[config.mk]
export PLATFORM = sky130hd
export DESIGN_NAME = sht40_convert_flat
export DESIGN_NICKNAME = d
export VERILOG_FILES = /design/src/rtl/sht40_pkg.sv /design/src/rtl/sht40_convert_if.sv /design/src/rtl/bin2bcd_seq.sv /design/src/rtl/sht40_convert.sv /design/src/flat_wrapper.sv
export SDC_FILE = /design/constraint.sdc
export NUM_CORES = 1
export LEC_CHECK = 0
export BUFFER_PORTS_ARGS = -buffer_cell sky130_fd_sc_hd__buf_2
export CORE_MARGIN = 8
export CORE_UTILIZATION = 30
export CTS_BUF_LIST = sky130_fd_sc_hd__clkbuf_16
export DETAILED_ROUTE_END_ITERATION = 8
export GPL_ROUTABILITY_DRIVEN = 1
export SLEW_MARGIN = 25
export SYNTH_ARGS = -nofsm -noshare
export SYNTH_HDL_FRONTEND = slang
export SYNTH_HIERARCHICAL = 1
export SYNTH_SLANG_ARGS = --single-unit
export TNS_END_PERCENT = 50
[constraint.sdc]
create_clock -name clk -period 8.7 [get_ports clk]
set_input_delay 1.74 -clock clk [delete_from_list [all_inputs] [get_ports clk]]
set_output_delay 1.74 -clock clk [all_outputs]
set_load 0.05 [all_outputs]
[src/rtl/sht40_pkg.sv]
`default_nettype none
// =============================================================================
// sht40_pkg - FSM encoding, default conversion constants and BCD helper
// Revision: 1.0
// =============================================================================
package sht40_pkg;

    typedef enum logic [2:0] {
        IDLE = 3'd0,
        MUL  = 3'd1,
        ADJ  = 3'd2,
        BCD  = 3'd3,
        DONE = 3'd4
    } state_t;

    localparam logic [15:0] c_t_scale   = 16'd17500;
    localparam logic [15:0] c_t_offset  = 16'd4500;
    localparam logic [15:0] c_rh_scale  = 16'd12500;
    localparam logic [15:0] c_rh_offset = 16'd600;
    localparam logic [15:0] c_rh_max    = 16'd10000;

    localparam logic SEL_TEMP = 1'b0;
    localparam logic SEL_RH   = 1'b1;

    // One double-dabble correction: add 3 to every BCD digit that is 5 or more.
    function automatic logic [19:0] bcd_add3(input logic [19:0] d);
        logic [19:0] adj;
        adj = d;
        for (int i = 0; i < 5; i++) begin
            if (adj[4*i +: 4] >= 4'd5) begin
                adj[4*i +: 4] = adj[4*i +: 4] + 4'd3;
            end
        end
        return adj;
    endfunction

endpackage
`default_nettype wire

[src/rtl/sht40_convert_if.sv]
`default_nettype none
// =============================================================================
// sht40_convert_if - raw-sample inputs and converted-result outputs
// Revision: 1.0
// =============================================================================
interface sht40_convert_if;
    logic [15:0] i_temp;
    logic [15:0] i_rh;
    logic        i_r_temp;
    logic        i_r_rh;
    logic        o_valid;
    logic        o_sel;
    logic [15:0] o_value;
    logic        o_neg;
    logic [19:0] o_bcd;
    logic        o_busy;
    logic        o_drop;

    modport master (
        output i_temp, i_rh, i_r_temp, i_r_rh,
        input  o_valid, o_sel, o_value, o_neg, o_bcd, o_busy, o_drop
    );

    modport slave (
        input  i_temp, i_rh, i_r_temp, i_r_rh,
        output o_valid, o_sel, o_value, o_neg, o_bcd, o_busy, o_drop
    );
endinterface
`default_nettype wire

[src/rtl/bin2bcd_seq.sv]
`default_nettype none
// =============================================================================
// bin2bcd_seq - 16-bit binary to 5-digit BCD, double-dabble, 16 cycles
// Revision: 1.0
// =============================================================================
module bin2bcd_seq
    import sht40_pkg::*;
(
    input  wire logic        clk,
    input  wire logic        rst,
    input  wire logic        start,
    input  wire logic [15:0] bin,
    output logic      [19:0] bcd,
    output logic             done
);

    logic [15:0] r_bin;
    logic [19:0] r_bcd;
    logic [3:0]  r_cnt;
    logic        r_busy;
    logic        r_done;
    logic [19:0] w_adj;

    assign w_adj = bcd_add3(r_bcd);
    assign bcd   = r_bcd;
    assign done  = r_done;

    // The start edge already performs the first shift, so done rises 16 edges
    // after start and the result is valid (and held) from that cycle on.
    always_ff @(posedge clk or posedge rst) begin
        if (rst) begin
            r_bin  <= '0;
            r_bcd  <= '0;
            r_cnt  <= '0;
            r_busy <= 1'b0;
            r_done <= 1'b0;
        end else begin
            r_done <= 1'b0;
            if (start) begin
                r_bin  <= {bin[14:0], 1'b0};
                r_bcd  <= {19'd0, bin[15]};
                r_cnt  <= 4'd1;
                r_busy <= 1'b1;
            end else if (r_busy) begin
                r_bcd <= (w_adj << 1) | {19'd0, r_bin[15]};
                r_bin <= {r_bin[14:0], 1'b0};
                r_cnt <= r_cnt + 4'd1;
                if (r_cnt == 4'd15) begin
                    r_busy <= 1'b0;
                    r_done <= 1'b1;
                end
            end
        end
    end

endmodule
`default_nettype wire

[src/rtl/sht40_convert.sv]
`default_nettype none
// =============================================================================
// sht40_convert - SHT40 raw ticks to signed hundredths plus packed BCD
// Revision: 1.0
// =============================================================================
module sht40_convert
    import sht40_pkg::*;
#(
    parameter logic [15:0] T_SCALE   = c_t_scale,
    parameter logic [15:0] T_OFFSET  = c_t_offset,
    parameter logic [15:0] RH_SCALE  = c_rh_scale,
    parameter logic [15:0] RH_OFFSET = c_rh_offset,
    parameter logic [15:0] RH_MAX    = c_rh_max
)
(
    input  wire logic       clk,
    input  wire logic       rst,
    sht40_convert_if.slave  bus
);

    state_t r_state, w_next;

    logic [15:0] r_raw_t, r_raw_h;
    logic        r_pend_t, r_pend_h, r_cool, r_drop;
    logic        r_sel;
    logic [15:0] r_mplier;
    logic [31:0] r_addend, r_prod;
    logic [3:0]  r_cnt;
    logic [15:0] r_value;
    logic        r_neg;
    logic        r_valid, r_osel, r_oneg;
    logic [15:0] r_ovalue;
    logic [19:0] r_obcd;

    logic               w_idle_ok, w_disp_t, w_disp_h;
    logic        [15:0] w_off;
    logic signed [16:0] w_v;
    logic        [15:0] w_value, w_mag;
    logic               w_neg;
    logic        [19:0] w_bcd_out;
    logic               w_bcd_done;

    // r_cool blocks dispatch for the IDLE cycle right after a result, which
    // separates back-to-back conversions by one quiet cycle.
    assign w_idle_ok = (r_state == IDLE) && !r_cool;
    assign w_disp_t  = w_idle_ok && r_pend_t;
    assign w_disp_h  = w_idle_ok && r_pend_h && !r_pend_t;

    assign w_off = (r_sel == SEL_RH) ? RH_OFFSET : T_OFFSET;
    assign w_v   = $signed({1'b0, r_prod[31:16]}) - $signed({1'b0, w_off});

    always_comb begin
        w_value = w_v[15:0];
        w_mag   = w_v[15:0];
        w_neg   = 1'b0;
        if (r_sel == SEL_RH) begin
            if (w_v[16]) begin
                w_value = '0;
                w_mag   = '0;
            end else if (w_v[15:0] > RH_MAX) begin
                w_value = RH_MAX;
                w_mag   = RH_MAX;
            end
        end else if (w_v[16]) begin
            w_neg = 1'b1;
            w_mag = ~w_v[15:0] + 16'd1;
        end
    end

    bin2bcd_seq u_bcd (
        .clk   (clk),
        .rst   (rst),
        .start (r_state == ADJ),
        .bin   (w_mag),
        .bcd   (w_bcd_out),
        .done  (w_bcd_done)
    );

    always_ff @(posedge clk or posedge rst) begin
        if (rst) r_state <= IDLE;
        else     r_state <= w_next;
    end

    always_comb begin
        w_next = r_state;
        case (r_state)
            IDLE:    if (w_disp_t || w_disp_h) w_next = MUL;
            MUL:     if (r_cnt == 4'd15)       w_next = ADJ;
            ADJ:     w_next = BCD;
            BCD:     if (w_bcd_done)           w_next = DONE;
            DONE:    w_next = IDLE;
            default: w_next = IDLE;
        endcase
    end

    // Capture runs in every state; a strobe onto an undispatched word is a drop.
    always_ff @(posedge clk or posedge rst) begin
        if (rst) begin
            r_raw_t  <= '0;
            r_raw_h  <= '0;
            r_pend_t <= 1'b0;
            r_pend_h <= 1'b0;
            r_drop   <= 1'b0;
            r_cool   <= 1'b0;
        end else begin
            if (bus.i_r_temp) r_raw_t <= bus.i_temp;
            if (bus.i_r_rh)   r_raw_h <= bus.i_rh;
            if (bus.i_r_temp)  r_pend_t <= 1'b1;
            else if (w_disp_t) r_pend_t <= 1'b0;
            if (bus.i_r_rh)    r_pend_h <= 1'b1;
            else if (w_disp_h) r_pend_h <= 1'b0;
            r_drop <= (bus.i_r_temp && r_pend_t && !w_disp_t) ||
                      (bus.i_r_rh   && r_pend_h && !w_disp_h);
            r_cool <= (r_state == DONE);
        end
    end

    always_ff @(posedge clk or posedge rst) begin
        if (rst) begin
            r_sel    <= SEL_TEMP;
            r_mplier <= '0;
            r_addend <= '0;
            r_prod   <= '0;
            r_cnt    <= '0;
            r_value  <= '0;
            r_neg    <= 1'b0;
            r_valid  <= 1'b0;
            r_osel   <= 1'b0;
            r_ovalue <= '0;
            r_oneg   <= 1'b0;
            r_obcd   <= '0;
        end else begin
            r_valid <= 1'b0;
            case (r_state)
                IDLE: begin
                    if (w_disp_t || w_disp_h) begin
                        r_sel    <= w_disp_t ? SEL_TEMP : SEL_RH;
                        r_mplier <= w_disp_t ? r_raw_t : r_raw_h;
                        r_addend <= {16'd0, (w_disp_t ? T_SCALE : RH_SCALE)};
                        r_prod   <= '0;
                        r_cnt    <= '0;
                    end
                end
                MUL: begin
                    if (r_mplier[0]) r_prod <= r_prod + r_addend;
                    r_mplier <= {1'b0, r_mplier[15:1]};
                    r_addend <= {r_addend[30:0], 1'b0};
                    r_cnt    <= r_cnt + 4'd1;
                end
                ADJ: begin
                    r_value <= w_value;
                    r_neg   <= w_neg;
                end
                DONE: begin
                    r_valid  <= 1'b1;
                    r_osel   <= r_sel;
                    r_ovalue <= r_value;
                    r_oneg   <= r_neg;
                    r_obcd   <= w_bcd_out;
                end
                default: ;
            endcase
        end
    end

    assign bus.o_valid = r_valid;
    assign bus.o_sel   = r_osel;
    assign bus.o_value = r_ovalue;
    assign bus.o_neg   = r_oneg;
    assign bus.o_bcd   = r_obcd;
    assign bus.o_busy  = (r_state != IDLE);
    assign bus.o_drop  = r_drop;

endmodule
`default_nettype wire

[src/flat_wrapper.sv]
// flat-port wrapper written by rule: the top's interface ports become plain ports
module sht40_convert_flat import sht40_pkg::*;
#(
    parameter logic [15:0] T_SCALE   = c_t_scale,
    parameter logic [15:0] T_OFFSET  = c_t_offset,
    parameter logic [15:0] RH_SCALE  = c_rh_scale,
    parameter logic [15:0] RH_OFFSET = c_rh_offset,
    parameter logic [15:0] RH_MAX    = c_rh_max
)
  (clk, rst, bus_i_temp, bus_i_rh, bus_i_r_temp, bus_i_r_rh, bus_o_valid, bus_o_sel, bus_o_value, bus_o_neg, bus_o_bcd, bus_o_busy, bus_o_drop);
  sht40_convert_if bus_i ();
  input  wire logic clk;
  input  wire logic rst;
  input wire logic [$bits(bus_i.i_temp)-1:0] bus_i_temp;
  input wire logic [$bits(bus_i.i_rh)-1:0] bus_i_rh;
  input wire logic [$bits(bus_i.i_r_temp)-1:0] bus_i_r_temp;
  input wire logic [$bits(bus_i.i_r_rh)-1:0] bus_i_r_rh;
  output wire logic [$bits(bus_i.o_valid)-1:0] bus_o_valid;
  output wire logic [$bits(bus_i.o_sel)-1:0] bus_o_sel;
  output wire logic [$bits(bus_i.o_value)-1:0] bus_o_value;
  output wire logic [$bits(bus_i.o_neg)-1:0] bus_o_neg;
  output wire logic [$bits(bus_i.o_bcd)-1:0] bus_o_bcd;
  output wire logic [$bits(bus_i.o_busy)-1:0] bus_o_busy;
  output wire logic [$bits(bus_i.o_drop)-1:0] bus_o_drop;
  assign bus_i.i_temp = bus_i_temp;
  assign bus_i.i_rh = bus_i_rh;
  assign bus_i.i_r_temp = bus_i_r_temp;
  assign bus_i.i_r_rh = bus_i_r_rh;
  assign bus_o_valid = bus_i.o_valid;
  assign bus_o_sel = bus_i.o_sel;
  assign bus_o_value = bus_i.o_value;
  assign bus_o_neg = bus_i.o_neg;
  assign bus_o_bcd = bus_i.o_bcd;
  assign bus_o_busy = bus_i.o_busy;
  assign bus_o_drop = bus_i.o_drop;
  sht40_convert #(.T_SCALE(T_SCALE), .T_OFFSET(T_OFFSET), .RH_SCALE(RH_SCALE), .RH_OFFSET(RH_OFFSET), .RH_MAX(RH_MAX)) u_core (.clk(clk), .rst(rst), .bus(bus_i));
endmodule
==> results of run 1 <==
[synthesized netlist by cell type (6+ instances only)]
library cell / instances / area (um^2)
a22oi_1: 15 / 113
inv_1: 26 / 97.6
a211oi_1: 6 / 45.0
o21bai_1: 6 / 45.0
mux2i_1: 17 / 170
mux2_2: 71 / 800
o21ai_0: 108 / 541
o21ai_1: 6 / 30.0
a21oi_1: 65 / 325
clkbuf_1: 35 / 131
nor3_1: 9 / 45.0
nor2_1: 79 / 297
a31oi_1: 28 / 175
nand2b_1: 12 / 75.1
nand4_1: 12 / 75.1
a21o_1: 15 / 113
buf_2: 13 / 65.1
xnor2_1: 24 / 210
nand2_1: 156 / 586
dfrtp_1: 216 / 5410
nand3_1: 35 / 175
or3_1: 10 / 62.6
xor2_1: 28 / 245
ha_1: 49 / 613
o31ai_1: 15 / 113
[power breakdown]
group,switching [mW],internal (mW),total [mW],leakage (nW)
Sequential,0.140,1.19,1.33,2.75
Clock,0.404,0.529,0.933,0.379
Combinational,0.760,0.442,1.20,2.63
Total,1.30,2.16,3.46,5.76
[worst paths after layout]
check                                          to  cells past startpoint  slack (ps)
hold reg to reg                 u_core/r_value[5]                      2         480
setup / recovery           u_core/u_bcd/r_bin[11]                     14        4480
hold / removal                  u_core/r_value[5]                      2         480
min in group asynchronous     u_core/u_bcd/bcd[1]                      3        1390
max in group asynchronous     u_core/r_addend[13]                      3        6060
setup reg to reg           u_core/u_bcd/r_bin[11]                     14        4480
[layout make-up]
type                    instances  area, um^2  area share [%]
multi-input cells             854        5670            43.6
flip-flops and latches        216        5410            41.6
well taps                     511         639            4.92
repair buffers                 86         459            3.53
inverters                      28         110           0.847
clock inverters                19         120           0.924
clock buffers                  24         601            4.62
[state kept, by name (all words and copies together), names as in the netlist, 3 cells and up]
| name | count |
|---|---|
| u_core/u_bcd/r_cnt | 4 |
| u_core/bus.o_value | 16 |
| u_core/r_mplier | 16 |
| u_core/r_value | 16 |
| u_core/bus.o_bcd | 20 |
| u_core/u_bcd/r_bin | 15 |
| u_core/r_cnt | 4 |
| u_core/r_raw_h | 16 |
| u_core/r_raw_t | 16 |
| u_core/r_addend | 30 |
| u_core/r_prod | 30 |
| u_core/u_bcd/bcd | 20 |
| u_core/r_state | 3 |
[routing by layer]
layer	routed length, um	share of wire [%]
met1	12300	48
met5	0	0
met3	1050	4.1
met4	480	1.9
met2	11700	46
[critical path, cell delays in order (launching register included)]
cell      delay, ps
dfrtp_1         800
inv_1           340
ha_1            330
fa_1            440
nor2b_4         140
o211ai_1        120
a21boi_1        260
nor2_1           60
o21ai_0         230
xor2_1          220
a21oi_1         120
a31o_1          480
o311a_1         420
nand2_1          60
o21ai_0          70
[logic make-up after synthesis]
kind of cell / Yosys count / share of synthesized area, %
xor+xnor: 53 / 4.13
fa+ha+maj: 51 / 5.71
flops: 216 / 47.3
mux: 88 / 8.48
buf+inv: 86 / 3.34
simple gates: 352 / 14.1
compound gates: 310 / 17.0
==> flow_summary.html, run 1 <==
<table>
<tr><th>Metric</th><th>Value</th></tr>
<tr><th colspan="2">Status</th></tr>
<tr><td>Run status</td><td>finished, final reports clean</td></tr>
<tr><th colspan="2">Synth</th></tr>
<tr><td>Cell area after synthesis</td><td>11400 um^2</td></tr>
<tr><td>Most instantiated flip-flop cell in the synthesis netlist</td><td>dfrtp_1</td></tr>
<tr><td>EDFF count, synth</td><td>0</td></tr>
<tr><td>FF+latch count, synth</td><td>about 220</td></tr>
<tr><td>Share of async-settable or async-resettable flops after synthesis</td><td>100%</td></tr>
<tr><td>Post-synth net total</td><td>~1200</td></tr>
<tr><td>Sequential element share of the synthesized area</td><td>around 47%</td></tr>
<tr><td>Number of warnings printed during yosys synthesis</td><td>6</td></tr>
<tr><td>Avg Inst Size Synth</td><td>approximately 9.9 um^2</td></tr>
<tr><td>Post-synthesis cell type count</td><td>74</td></tr>
<tr><td>Post-Synthesis Cells</td><td>roughly 1200</td></tr>
<tr><th colspan="2">Timing</th></tr>
<tr><td>Final Hold Slack</td><td>approximately 480 ps</td></tr>
<tr><td>Highest achievable clock rate</td><td>237 MHz</td></tr>
<tr><td>Actual transition at the worst max-transition pin</td><td>between 900 and 1000 ps</td></tr>
<tr><td>Final hold violation count</td><td>0</td></tr>
<tr><td>Final count of negative-setup-slack endpoints</td><td>0</td></tr>
<tr><td>Unrepaired setup endpoints after global routing</td><td>no</td></tr>
<tr><td>Post-layout worst setup margin</td><td>between 4000 and 5000 ps</td></tr>
<tr><td>Period utilization</td><td>48.5%</td></tr>
<tr><td>Crit path time final</td><td>4220 ps</td></tr>
<tr><td>Max-Slew Margin vs Limit</td><td>around a third</td></tr>
<tr><td>Total negative slack</td><td>0 ps</td></tr>
<tr><td>Clock skew after layout</td><td>12.5 ps</td></tr>
<tr><td>Max Transition Viols Final</td><td>0</td></tr>
<tr><th colspan="2">Placed design</th></tr>
<tr><td>Pre-CTS setup slack</td><td>~4500 ps</td></tr>
<tr><td>Placed cell areas</td><td>around 12000 um^2</td></tr>
<tr><td>HPWL after detailed placement</td><td>roughly 18000 um</td></tr>
<tr><td>Placed instance count</td><td>1695</td></tr>
<tr><td>Global placer's final weighted congestion</td><td>roughly 0.83</td></tr>
<tr><td>Port Buf Inserts</td><td>76</td></tr>
<tr><th colspan="2">Cells and area</th></tr>
<tr><td>Antenna fix cells</td><td>0</td></tr>
<tr><td>Post-route design area</td><td>13000 um^2</td></tr>
<tr><td>Non-filler cells, final</td><td>between 1500 and 2000</td></tr>
<tr><td>Share of layout cells above drive strength 1</td><td>18.2%</td></tr>
<tr><td>Final core utilization</td><td>around 35%</td></tr>
<tr><td>Area Growth Syn to Fin</td><td>13.8%</td></tr>
<tr><td># nets final</td><td>approximately 1300</td></tr>
<tr><td>Count of filler cells inserted in the layout</td><td>approximately 3800</td></tr>
<tr><td>Most used cells in the layout excluding fill and tap cells</td><td>215 x dfrtp_1, 156 x nand2_1, 108 x o21ai_0</td></tr>
<tr><td>Commonest non-fill, non-tap cell in the layout</td><td>dfrtp_1</td></tr>
<tr><th colspan="2">Drt</th></tr>
<tr><td>Detailed Routing Iterations Pass 1</td><td>5</td></tr>
<tr><td>Drt wl/cell</td><td>roughly 15 um</td></tr>
<tr><td>Remaining DRCs</td><td>0</td></tr>
<tr><td>Wire length after detailed routing</td><td>25600 um</td></tr>
<tr><td>Routed via count</td><td>8470</td></tr>
<tr><td>Detailed Route Iter0 Violations</td><td>453</td></tr>
<tr><td>Count of nets left with antenna violations after detail routing</td><td>0</td></tr>
<tr><td>Vias/cell</td><td>slightly below 5</td></tr>
<tr><th colspan="2">Critical path</th></tr>
<tr><td>Worst endpoint required time</td><td>just over 9000 ps</td></tr>
<tr><td>CP Launch Point</td><td>u_core/r_sel</td></tr>
<tr><td>Crit Reg-Reg Startpoint</td><td>u_core/r_sel</td></tr>
<tr><td>Critical path class</td><td>flip-flop to flip-flop</td></tr>
<tr><td>CP Max Fanout</td><td>19</td></tr>
<tr><td>Signal arrival time at the worst endpoint</td><td>4610 ps</td></tr>
<tr><td>Type of element capturing the critical path</td><td>flip-flop</td></tr>
<tr><td>Kind of launch point of the worst setup path</td><td>flip-flop</td></tr>
<tr><th colspan="2">Min path</th></tr>
<tr><td>Worst min-delay path startpoint</td><td>u_core/r_value[5]</td></tr>
<tr><td>Kind of path behind the tightest hold check</td><td>flip-flop to flip-flop</td></tr>
<tr><th colspan="2">Clock tree</th></tr>
<tr><td>Clk root buf</td><td>clkbuf_16</td></tr>
<tr><td>Total number of clock tree sinks</td><td>~220</td></tr>
<tr><td>Post_cts resized</td><td>0</td></tr>
<tr><td>Number of buffers added to fix hold violations after cts</td><td>0</td></tr>
<tr><td>Maximum level of the CTS H-tree</td><td>1</td></tr>
<tr><td>CTS buffer count</td><td>24</td></tr>
<tr><td>Maximum root-to-sink buffer count</td><td>3</td></tr>
<tr><td>CTS tree</td><td>done</td></tr>
<tr><td>Worst-path clk slew</td><td>60 ps</td></tr>
<tr><td>Post-CTS setup buffer count</td><td>0</td></tr>
<tr><td>Worst skew pair latency</td><td>520 ps</td></tr>
<tr><th colspan="2">Pwr</th></tr>
<tr><td>P_leak</td><td>~5.8 nW</td></tr>
<tr><td>Overall power of the completed layout</td><td>about 3.5 mW</td></tr>
<tr><td>PwrDens</td><td>266 nW/um^2</td></tr>
<tr><td>Worst IR drop on VDD</td><td>about 150 uV</td></tr>
<tr><th colspan="2">GRT</th></tr>
<tr><td>Met3 track demand over resource in global routing</td><td>about 2.0%</td></tr>
<tr><td>GR met2 Demand/Resource</td><td>a little under a fifth</td></tr>
<tr><td>GR peak layer</td><td>met2</td></tr>
<tr><td>Combined global-route utilization of all metal layers</td><td>11.4%</td></tr>
<tr><td>Pin count of the biggest net entering global routing</td><td>96</td></tr>
<tr><td>Grt ovf</td><td>0</td></tr>
<tr><td>Initial antenna violation count</td><td>0</td></tr>
<tr><td>Met1 Usage GRT</td><td>between 15 and 20%</td></tr>
<tr><td>Wire length of the first global-routing pass</td><td>43400 um</td></tr>
<tr><td>Via count of the first global-routing pass</td><td>about 8500</td></tr>
<tr><th colspan="2">Die</th></tr>
<tr><td>Die Outline Area</td><td>roughly 45000 um^2</td></tr>
<tr><td>Ports placed on the boundary</td><td>between 70 and 80</td></tr>
<tr><td>Core Area</td><td>around 38000 um^2</td></tr>
<tr><td>Number of core rows</td><td>71</td></tr>
<tr><td>Die X-Extent</td><td>roughly 210 um</td></tr>
<tr><td>DIE HEIGHT</td><td>between 200 and 250 um</td></tr>
<tr><td>Initial Util</td><td>a little under a third</td></tr>
<tr><th colspan="2">Flow run</th></tr>
<tr><td>MaxCap Viol Count</td><td>0</td></tr>
</table>
No activity file was read; power rests on OpenSTA's default activity.
==> inputs of run 2 (changes only) <==
Clock period 8.7 ns to 3.6 ns, I/O delays scaled along.
==> run 2 against run 1 <==
Sequential power rose by 140%. Clock power rose to 2.6 times the previous value. Via count rose by 1.7%. Worst hold slack got worse by 320 ps. Cell count rose by 0.81%. Clock skew rose by 12 ps. Register-to-register slack got worse by 4100 ps. Total power rose by 150%. Sequential cell count did not move. First-iteration DRC count rose by 2.4%. Clock-buffer cell count did not move. Global-route usage rose by 0.055 points. Critical path type unchanged. Critical endpoint is now u_core/u_bcd/r_bin[13]. Largest cell class unchanged.
==> flow_summary.html, run 2 (same netlist as run 1, synthesis figures left out) <==
<table>
<tr><th>Metric</th><th>Value</th></tr>
<tr><th colspan="2">Timing</th></tr>
<tr><td>Max-Slew Margin vs Limit</td><td>36.6% (was 35.2%)</td></tr>
<tr><td>Period utilization</td><td>90.8% (was 48.5%)</td></tr>
<tr><td>Post-layout worst setup margin</td><td>333 ps (was 4480 ps)</td></tr>
<tr><td>Crit path time final</td><td>3270 ps (was 4220 ps)</td></tr>
<tr><td>Unrepaired setup endpoints after global routing</td><td>no (unchanged)</td></tr>
<tr><td>Total negative slack</td><td>0 ps (unchanged)</td></tr>
<tr><td>Clock skew after layout</td><td>24.4 ps (was 12.5 ps)</td></tr>
<tr><td>Actual transition at the worst max-transition pin</td><td>951 ps (was 972 ps)</td></tr>
<tr><td>Max Transition Viols Final</td><td>0 (unchanged)</td></tr>
<tr><td>Highest achievable clock rate</td><td>306 MHz (was 237 MHz)</td></tr>
<tr><td>Final hold violation count</td><td>0 (unchanged)</td></tr>
<tr><td>Final count of negative-setup-slack endpoints</td><td>0 (unchanged)</td></tr>
<tr><td>Final Hold Slack</td><td>160 ps (was 475 ps)</td></tr>
<tr><th colspan="2">GRT</th></tr>
<tr><td>Combined global-route utilization of all metal layers</td><td>11.4% (about the same)</td></tr>
<tr><td>Via count of the first global-routing pass</td><td>8387 (was 8547)</td></tr>
<tr><td>Wire length of the first global-routing pass</td><td>43500 um (was 43400 um)</td></tr>
<tr><td>Grt ovf</td><td>0 (unchanged)</td></tr>
<tr><td>Initial antenna violation count</td><td>0 (unchanged)</td></tr>
<tr><td>Pin count of the biggest net entering global routing</td><td>71 (was 96)</td></tr>
<tr><th colspan="2">Die</th></tr>
<tr><td>Number of core rows</td><td>71 (unchanged)</td></tr>
<tr><td>Die Outline Area</td><td>44600 um^2 (unchanged)</td></tr>
<tr><td>Die X-Extent</td><td>211 um (unchanged)</td></tr>
<tr><td>Core Area</td><td>37600 um^2 (unchanged)</td></tr>
<tr><td>DIE HEIGHT</td><td>211 um (unchanged)</td></tr>
<tr><td>Initial Util</td><td>30.4% (unchanged)</td></tr>
<tr><td>Ports placed on the boundary</td><td>77 (unchanged)</td></tr>
<tr><th colspan="2">Placed design</th></tr>
<tr><td>Port Buf Inserts</td><td>76 (unchanged)</td></tr>
<tr><td>Global placer's final weighted congestion</td><td>0.834 (was 0.833)</td></tr>
<tr><td>HPWL after detailed placement</td><td>17900 um (was 17600 um)</td></tr>
<tr><td>Pre-CTS setup slack</td><td>346 ps (was 4480 ps)</td></tr>
<tr><th colspan="2">Drt</th></tr>
<tr><td>Routed via count</td><td>8615 (was 8470)</td></tr>
<tr><td>Wire length after detailed routing</td><td>25900 um (was 25600 um)</td></tr>
<tr><td>Drt wl/cell</td><td>14.8 um (was 14.7 um)</td></tr>
<tr><td>Count of nets left with antenna violations after detail routing</td><td>0 (unchanged)</td></tr>
<tr><td>Vias/cell</td><td>4.92 (was 4.87)</td></tr>
<tr><td>Detailed Route Iter0 Violations</td><td>464 (was 453)</td></tr>
<tr><td>Remaining DRCs</td><td>0 (unchanged)</td></tr>
<tr><td>Detailed Routing Iterations Pass 1</td><td>5 (unchanged)</td></tr>
<tr><th colspan="2">Cells and area</th></tr>
<tr><td>Commonest non-fill, non-tap cell in the layout</td><td>dfrtp_1 (unchanged)</td></tr>
<tr><td>Area Growth Syn to Fin</td><td>15.6% (was 13.8%)</td></tr>
<tr><td># nets final</td><td>1312 (was 1297)</td></tr>
<tr><td>Share of layout cells above drive strength 1</td><td>19.4% (was 18.2%)</td></tr>
<tr><td>Most used cells in the layout excluding fill and tap cells</td><td>215 x dfrtp_1, 156 x nand2_1, 108 x o21ai_0 (unchanged)</td></tr>
<tr><td>Top Registers</td><td>u_core/r_addend (30), u_core/r_prod (30) (unchanged)</td></tr>
<tr><td>Antenna fix cells</td><td>0 (unchanged)</td></tr>
<tr><th colspan="2">Critical path</th></tr>
<tr><td>Type of element capturing the critical path</td><td>flip-flop (unchanged)</td></tr>
<tr><td>Signal arrival time at the worst endpoint</td><td>3710 ps (was 4610 ps)</td></tr>
<tr><td>CP Max Fanout</td><td>12 (was 19)</td></tr>
<tr><td>Kind of launch point of the worst setup path</td><td>flip-flop (unchanged)</td></tr>
<tr><td>Worst endpoint required time</td><td>4040 ps (was 9080 ps)</td></tr>
<tr><td>Critical path class</td><td>flip-flop to flip-flop (unchanged)</td></tr>
<tr><th colspan="2">Clock tree</th></tr>
<tr><td>Number of buffers added to fix hold violations after cts</td><td>0 (unchanged)</td></tr>
<tr><td>Total number of clock tree sinks</td><td>216 (unchanged)</td></tr>
<tr><td>Maximum root-to-sink buffer count</td><td>3 (unchanged)</td></tr>
<tr><td>Post_cts resized</td><td>0 (unchanged)</td></tr>
<tr><td>Clk root buf</td><td>clkbuf_16 (unchanged)</td></tr>
<tr><td>Post-CTS setup buffer count</td><td>0 (unchanged)</td></tr>
<tr><td>Worst skew pair latency</td><td>520 ps (about the same)</td></tr>
<tr><td>CTS tree</td><td>done (unchanged)</td></tr>
<tr><td>Worst-path clk slew</td><td>60 ps (about the same)</td></tr>
<tr><td>CTS buffer count</td><td>24 (unchanged)</td></tr>
<tr><td>Maximum level of the CTS H-tree</td><td>1 (unchanged)</td></tr>
<tr><th colspan="2">Pwr</th></tr>
<tr><td>Worst IR drop on VDD</td><td>339 uV (was 149 uV)</td></tr>
<tr><td>P_leak</td><td>5.86 nW (was 5.76 nW)</td></tr>
<tr><td>PwrDens</td><td>649 nW/um^2 (was 266 nW/um^2)</td></tr>
<tr><th colspan="2">Min path</th></tr>
<tr><td>Kind of path behind the tightest hold check</td><td>input port to asynchronous set/reset pin (was flip-flop to flip-flop)</td></tr>
<tr><th colspan="2">Flow run</th></tr>
<tr><td>MaxCap Viol Count</td><td>0 (unchanged)</td></tr>
<tr><th colspan="2">Status</th></tr>
<tr><td>Run status</td><td>finished, final reports clean (unchanged)</td></tr>
</table>
## run 2: cell count changes in the layout (fill, tap and decap cells not counted), sizes merged
cell,before,now
clkinvlp,2,3
buf,86,101
inv,36,32
bufinv,1,3
## run 2: path summary, 6_finish.rpt
| kind | depth (start not counted) | endpoint | slack (ps) | from |
|---|---|---|---|---|
| worst max-delay path | 14 | u_core/u_bcd/r_bin[13] | 330 | u_core/r_sel |
| worst min-delay path | 2 | u_core/bus.o_bcd[5] | 160 | rst |
| worst max register to register | 14 | u_core/u_bcd/r_bin[13] | 330 | u_core/r_sel |
| worst min register to register | 2 | u_core/r_value[5] | 480 | u_core/r_value[5] |
| max in group asynchronous | 4 | u_core/bus.o_value[3] | 2740 | rst |
| min in group clk | 2 | u_core/r_raw_h[13] | 440 | bus_i_rh[13] |
## run 2: worst max-delay path, stage by stage, from the launching register on
cell	delay [ps]
dfrtp_1	340
inv_1	140
ha_1	280
fa_1	450
nor2b_4	140
o211ai_1	120
a21boi_1	250
o21ai_1	110
a21boi_0	290
or3_1	420
a211oi_1	100
or2_2	300
o21ai_2	110
nand2_1	60
o21ai_0	70
## run 2: metal layers
| layer | GRT usage, % | up-vias | wire length (um) |
|---|---|---|---|
| met5 | 0 | - | 0 |
| met4 | 2.22 | 0 | 422 |
| met2 | 18.1 | 125 | 11600 |
| li1 | - | 4274 | - |
| met1 | 16.2 | 4189 | 12800 |
| met3 | 2.00 | 27 | 1010 |
## run 2: cell type report
type | count | area, um^2
fillers | 3819 | 24400
multi-input cells | 854 | 5660
flip-flops and latches | 216 | 5410
well taps | 511 | 639
repair buffers | 101 | 618
clock buffers | 24 | 601
clock inverters | 18 | 176
inverters | 28 | 109
## run 2: through the flow
| step | area (um^2) | utilization, % | power, mW | instances |
|---|---|---|---|---|
| finish | 13200 | 35.1 | 8.56 | 1752 |
| floorplan | 11400 | - | 5.49 | 1156 |
| detailed placement | 12400 | 33.0 | 6.21 | 1709 |
| global route | 13200 | 35.1 | 9.15 | 1752 |
| global placement | 12400 | 33.0 | 6.15 | 1709 |
| CTS | 13200 | 35.1 | 8.68 | 1751 |
## run 2: power breakdown
group	switching, mW	total, mW	internal, mW
clock network	0.977	2.41	1.43
logic	1.86	2.96	1.09
registers	0.337	3.20	2.87
total	3.18	8.56	5.39
==> inputs of run 3 (changes only) <==
Clock period 3.6 ns to 2.8 ns, I/O delays scaled along.
==> run 3 against run 2 <==
The run now ends with setup timing left. Critical path depth down 2. Sequential share of layout area down 2.3 points. Global-route usage up 0.50 points.
==> flow_summary.html, run 3 (same netlist as run 1, synthesis figures left out) <==
<table>
<tr><th>Metric</th><th>Value</th></tr>
<tr><th colspan="2">Timing</th></tr>
<tr><td>Unrepaired setup endpoints after global routing</td><td>yes (was no)</td></tr>
<tr><td>Total negative slack</td><td>-185 ps (was 0 ps)</td></tr>
<tr><td>Actual transition at the worst max-transition pin</td><td>912 ps (was 951 ps)</td></tr>
<tr><td>Crit path time final</td><td>2870 ps (was 3270 ps)</td></tr>
<tr><td>Highest achievable clock rate</td><td>348 MHz (was 306 MHz)</td></tr>
<tr><td>Period utilization</td><td>103% (was 90.8%)</td></tr>
<tr><td>Clock skew after layout</td><td>11.9 ps (was 24.4 ps)</td></tr>
<tr><td>Max Transition Viols Final</td><td>0 (unchanged)</td></tr>
<tr><td>Final hold violation count</td><td>0 (unchanged)</td></tr>
<tr><td>Final count of negative-setup-slack endpoints</td><td>8 (was 0)</td></tr>
<tr><td>Max-Slew Margin vs Limit</td><td>39.0% (was 36.6%)</td></tr>
<tr><td>Post-layout worst setup margin</td><td>-71.8 ps (was 333 ps)</td></tr>
<tr><th colspan="2">Critical path</th></tr>
<tr><td>Signal arrival time at the worst endpoint</td><td>3260 ps (was 3710 ps)</td></tr>
<tr><td>Critical path class</td><td>flip-flop to flip-flop (unchanged)</td></tr>
<tr><td>Setup slack, reg-to-reg</td><td>-70 ps (was 330 ps)</td></tr>
<tr><td>Max stage delay on crit path</td><td>400 ps (was 450 ps)</td></tr>
<tr><td>Type of element capturing the critical path</td><td>flip-flop (unchanged)</td></tr>
<tr><td>Crit Reg-Reg Startpoint</td><td>u_core/r_sel (unchanged)</td></tr>
<tr><td>CP cell instances</td><td>inv_2 -&gt; buf_4 -&gt; ha_2 -&gt; a21boi_2 -&gt; a31o_2 -&gt; or3_1 -&gt; xor2_2 -&gt; nand3_2 -&gt; a31o_4 -&gt; o311a_1 -&gt; nand2_1 -&gt; o21ai_1 (was inv_1 -&gt; ha_1 -&gt; fa_1 -&gt; nor2b_4 -&gt; o211ai_1 -&gt; a21boi_1 -&gt; o21ai_1 -&gt; a21boi_0 -&gt; or3_1 -&gt; a211oi_1 -&gt; or2_2 -&gt; o21ai_2 -&gt; nand2_1 -&gt; o21ai_0)</td></tr>
<tr><td>FF-to-FF End</td><td>u_core/u_bcd/r_bin[11] (was u_core/u_bcd/r_bin[13])</td></tr>
<tr><td>Category of cells accounting for the largest share of critical-path delay</td><td>compound AO/OA/AOI/OAI gates (unchanged)</td></tr>
<tr><td>Cell with the largest stage delay on the worst path</td><td>dfrtp_1 (was fa_1)</td></tr>
<tr><td>Reg2Reg Depth</td><td>12 (was 14)</td></tr>
<tr><td>Worst path bufs/invs</td><td>2 (was 1)</td></tr>
<tr><td>Kind of launch point of the worst setup path</td><td>flip-flop (unchanged)</td></tr>
<tr><td>Worst endpoint required time</td><td>3190 ps (was 4040 ps)</td></tr>
<tr><td>CP Max Fanout</td><td>5 (was 12)</td></tr>
<tr><th colspan="2">Status</th></tr>
<tr><td>Run status</td><td>finished with violations (was finished, final reports clean)</td></tr>
<tr><td>Violated checks</td><td>setup timing</td></tr>
<tr><th colspan="2">GRT</th></tr>
<tr><td>Wire length of the first global-routing pass</td><td>45300 um (was 43500 um)</td></tr>
<tr><td>Initial antenna violation count</td><td>0 (unchanged)</td></tr>
<tr><td>Via count of the first global-routing pass</td><td>8895 (was 8387)</td></tr>
<tr><td>Pin count of the biggest net entering global routing</td><td>126 (was 71)</td></tr>
<tr><td>Combined global-route utilization of all metal layers</td><td>11.9% (was 11.4%)</td></tr>
<tr><td>Grt ovf</td><td>0 (unchanged)</td></tr>
<tr><th colspan="2">Cells and area</th></tr>
<tr><td>Area Growth Syn to Fin</td><td>22.5% (was 15.6%)</td></tr>
<tr><td>Share of layout cells above drive strength 1</td><td>26.9% (was 19.4%)</td></tr>
<tr><td>Top Registers</td><td>u_core/r_addend (30), u_core/r_prod (30) (unchanged)</td></tr>
<tr><td>Most used cells in the layout excluding fill and tap cells</td><td>215 x dfrtp_1, 156 x nand2_1, 99 x o21ai_0 (was 215 x dfrtp_1, 156 x nand2_1, 108 x o21ai_0)</td></tr>
<tr><td>Antenna fix cells</td><td>0 (unchanged)</td></tr>
<tr><td>Commonest non-fill, non-tap cell in the layout</td><td>dfrtp_1 (unchanged)</td></tr>
<tr><td>Non-filler cells, final</td><td>1818 (was 1752)</td></tr>
<tr><td># nets final</td><td>1379 (was 1312)</td></tr>
<tr><th colspan="2">Clock tree</th></tr>
<tr><td>Total number of clock tree sinks</td><td>216 (unchanged)</td></tr>
<tr><td>Maximum level of the CTS H-tree</td><td>1 (unchanged)</td></tr>
<tr><td>Worst-path clk slew</td><td>70 ps (was 60 ps)</td></tr>
<tr><td>CTS buffer count</td><td>25 (was 24)</td></tr>
<tr><td>Maximum root-to-sink buffer count</td><td>3 (unchanged)</td></tr>
<tr><td>Clk root buf</td><td>clkbuf_16 (unchanged)</td></tr>
<tr><td>Number of buffers added to fix hold violations after cts</td><td>0 (unchanged)</td></tr>
<tr><td>CTS tree</td><td>done (unchanged)</td></tr>
<tr><td>Worst skew pair latency</td><td>510 ps (was 520 ps)</td></tr>
<tr><th colspan="2">Min path</th></tr>
<tr><td>Kind of path behind the tightest hold check</td><td>input port to asynchronous set/reset pin (unchanged)</td></tr>
<tr><th colspan="2">Die</th></tr>
<tr><td>Ports placed on the boundary</td><td>77 (unchanged)</td></tr>
<tr><td>DIE HEIGHT</td><td>211 um (unchanged)</td></tr>
<tr><td>Core Area</td><td>37600 um^2 (unchanged)</td></tr>
<tr><td>Initial Util</td><td>30.4% (unchanged)</td></tr>
<tr><td>Die X-Extent</td><td>211 um (unchanged)</td></tr>
<tr><td>Number of core rows</td><td>71 (unchanged)</td></tr>
<tr><td>Die Outline Area</td><td>44600 um^2 (unchanged)</td></tr>
<tr><th colspan="2">Pwr</th></tr>
<tr><td>Worst IR drop on VDD</td><td>395 uV (was 339 uV)</td></tr>
<tr><td>Cell internal pwr</td><td>7.44 mW (was 5.39 mW)</td></tr>
<tr><td>Share of power burned in combinational logic</td><td>38.2% (was 34.5%)</td></tr>
<tr><td>PwrDens</td><td>839 nW/um^2 (was 649 nW/um^2)</td></tr>
<tr><td>Switch Pwr</td><td>4.31 mW (was 3.18 mW)</td></tr>
<tr><td>Sequential fraction of design power</td><td>34.8% (was 37.4%)</td></tr>
<tr><td>Clock group share of total power</td><td>27.0% (was 28.1%)</td></tr>
<tr><td>Net switching share of the total power</td><td>36.7% (was 37.1%)</td></tr>
<tr><td>P_leak</td><td>6.23 nW (was 5.86 nW)</td></tr>
<tr><th colspan="2">Placed design</th></tr>
<tr><td>Placed instance count</td><td>1768 (was 1709)</td></tr>
<tr><td>Port Buf Inserts</td><td>76 (unchanged)</td></tr>
<tr><td>Pre-CTS setup slack</td><td>-160 ps (was 346 ps)</td></tr>
<tr><td>Global placer's final weighted congestion</td><td>0.872 (was 0.834)</td></tr>
<tr><td>HPWL after detailed placement</td><td>18800 um (was 17900 um)</td></tr>
<tr><th colspan="2">Flow run</th></tr>
<tr><td>MaxCap Viol Count</td><td>0 (unchanged)</td></tr>
<tr><th colspan="2">Drt</th></tr>
<tr><td>Detailed Routing Iterations Pass 1</td><td>5 (unchanged)</td></tr>
<tr><td>Count of nets left with antenna violations after detail routing</td><td>0 (unchanged)</td></tr>
<tr><td>Drt wl/cell</td><td>14.8 um (about the same)</td></tr>
<tr><td>Vias/cell</td><td>4.86 (was 4.92)</td></tr>
<tr><td>Wire length after detailed routing</td><td>27000 um (was 25900 um)</td></tr>
<tr><td>Routed via count</td><td>8837 (was 8615)</td></tr>
<tr><td>Detailed Route Iter0 Violations</td><td>479 (was 464)</td></tr>
<tr><td>Remaining DRCs</td><td>0 (unchanged)</td></tr>
</table>
-- run 3: cell types whose count changed in the layout (fill, tap and decap cells not counted), sizes merged --
cell / before / now
clkbuf: 24 / 26
inv: 32 / 28
clkinv: 8 / 12
buf: 101 / 166
clkinvlp: 3 / 2
-- run 3: layer usage --
| layer | GRT usage (%) | wire, um |
|---|---|---|
| met4 | 2.29 | 403 |
| met3 | 2.21 | 1050 |
| met1 | 16.2 | 12900 |
| met5 | 0 | 0 |
| met2 | 19.7 | 12600 |
-- run 3: area by class of cell --
| class | count | area, um^2 |
|---|---|---|
| clock buffer | 25 | 626 |
| clock inverter | 17 | 156 |
| fill | 3779 | 23600 |
| inverter | 28 | 109 |
| multi-input combinational | 854 | 5940 |
| sequential | 216 | 5410 |
| tap | 511 | 639 |
| timing repair buffer | 167 | 1130 |
-- run 3: worst min-delay path, cell delays in order --
cell and delay (ps):
buf_2 120, inv_1 50, buf_4 450
-- run 3: metrics by stage --
| stage | power (mW) | hold WS, ps | utilization (%) | area, um^2 |
|---|---|---|---|---|
| finish | 11.8 | 214 | 37.3 | 14000 |
| global route | 12.5 | 254 | 37.3 | 14000 |
| CTS | 11.7 | 217 | 36.3 | 13600 |
| detailed placement | 8.42 | 465 | 34.2 | 12800 |
| global placement | 8.33 | 464 | 34.2 | 12800 |
| floorplan | 7.06 | 443 | - | 11400 |
-- run 3: power groups by stage --
stage	clock (mW)	sequential, mW	combinational [mW]
detailed placement	0	4.14	4.28
CTS	3.27	4.09	4.31
finish	3.17	4.09	4.49
floorplan	0	4.69	2.37
global route	3.40	4.18	4.95
global placement	0	4.12	4.21
-- run 3: worst max path at each step --
stage	depth (start not counted)	from	end
floorplan	14	u_core/r_sel	u_core/u_bcd/r_bin[11]
global placement	14	u_core/r_sel	u_core/u_bcd/r_bin[13]
detailed placement	15	u_core/r_sel	u_core/u_bcd/r_bin[13]
CTS	14	u_core/r_sel	u_core/u_bcd/r_bin[11]
global route	14	u_core/r_sel	u_core/u_bcd/r_bin[11]
finish	12	u_core/r_sel	u_core/u_bcd/r_bin[11]
-- run 3: what timing repair did --
item / in CTS / in global routing
buffers inserted: 0 / 7
gates resized for setup: 8 / 59
cloned: 0 / 1
setup endpoints to repair: 26 / 37
pin swaps: 4 / 21
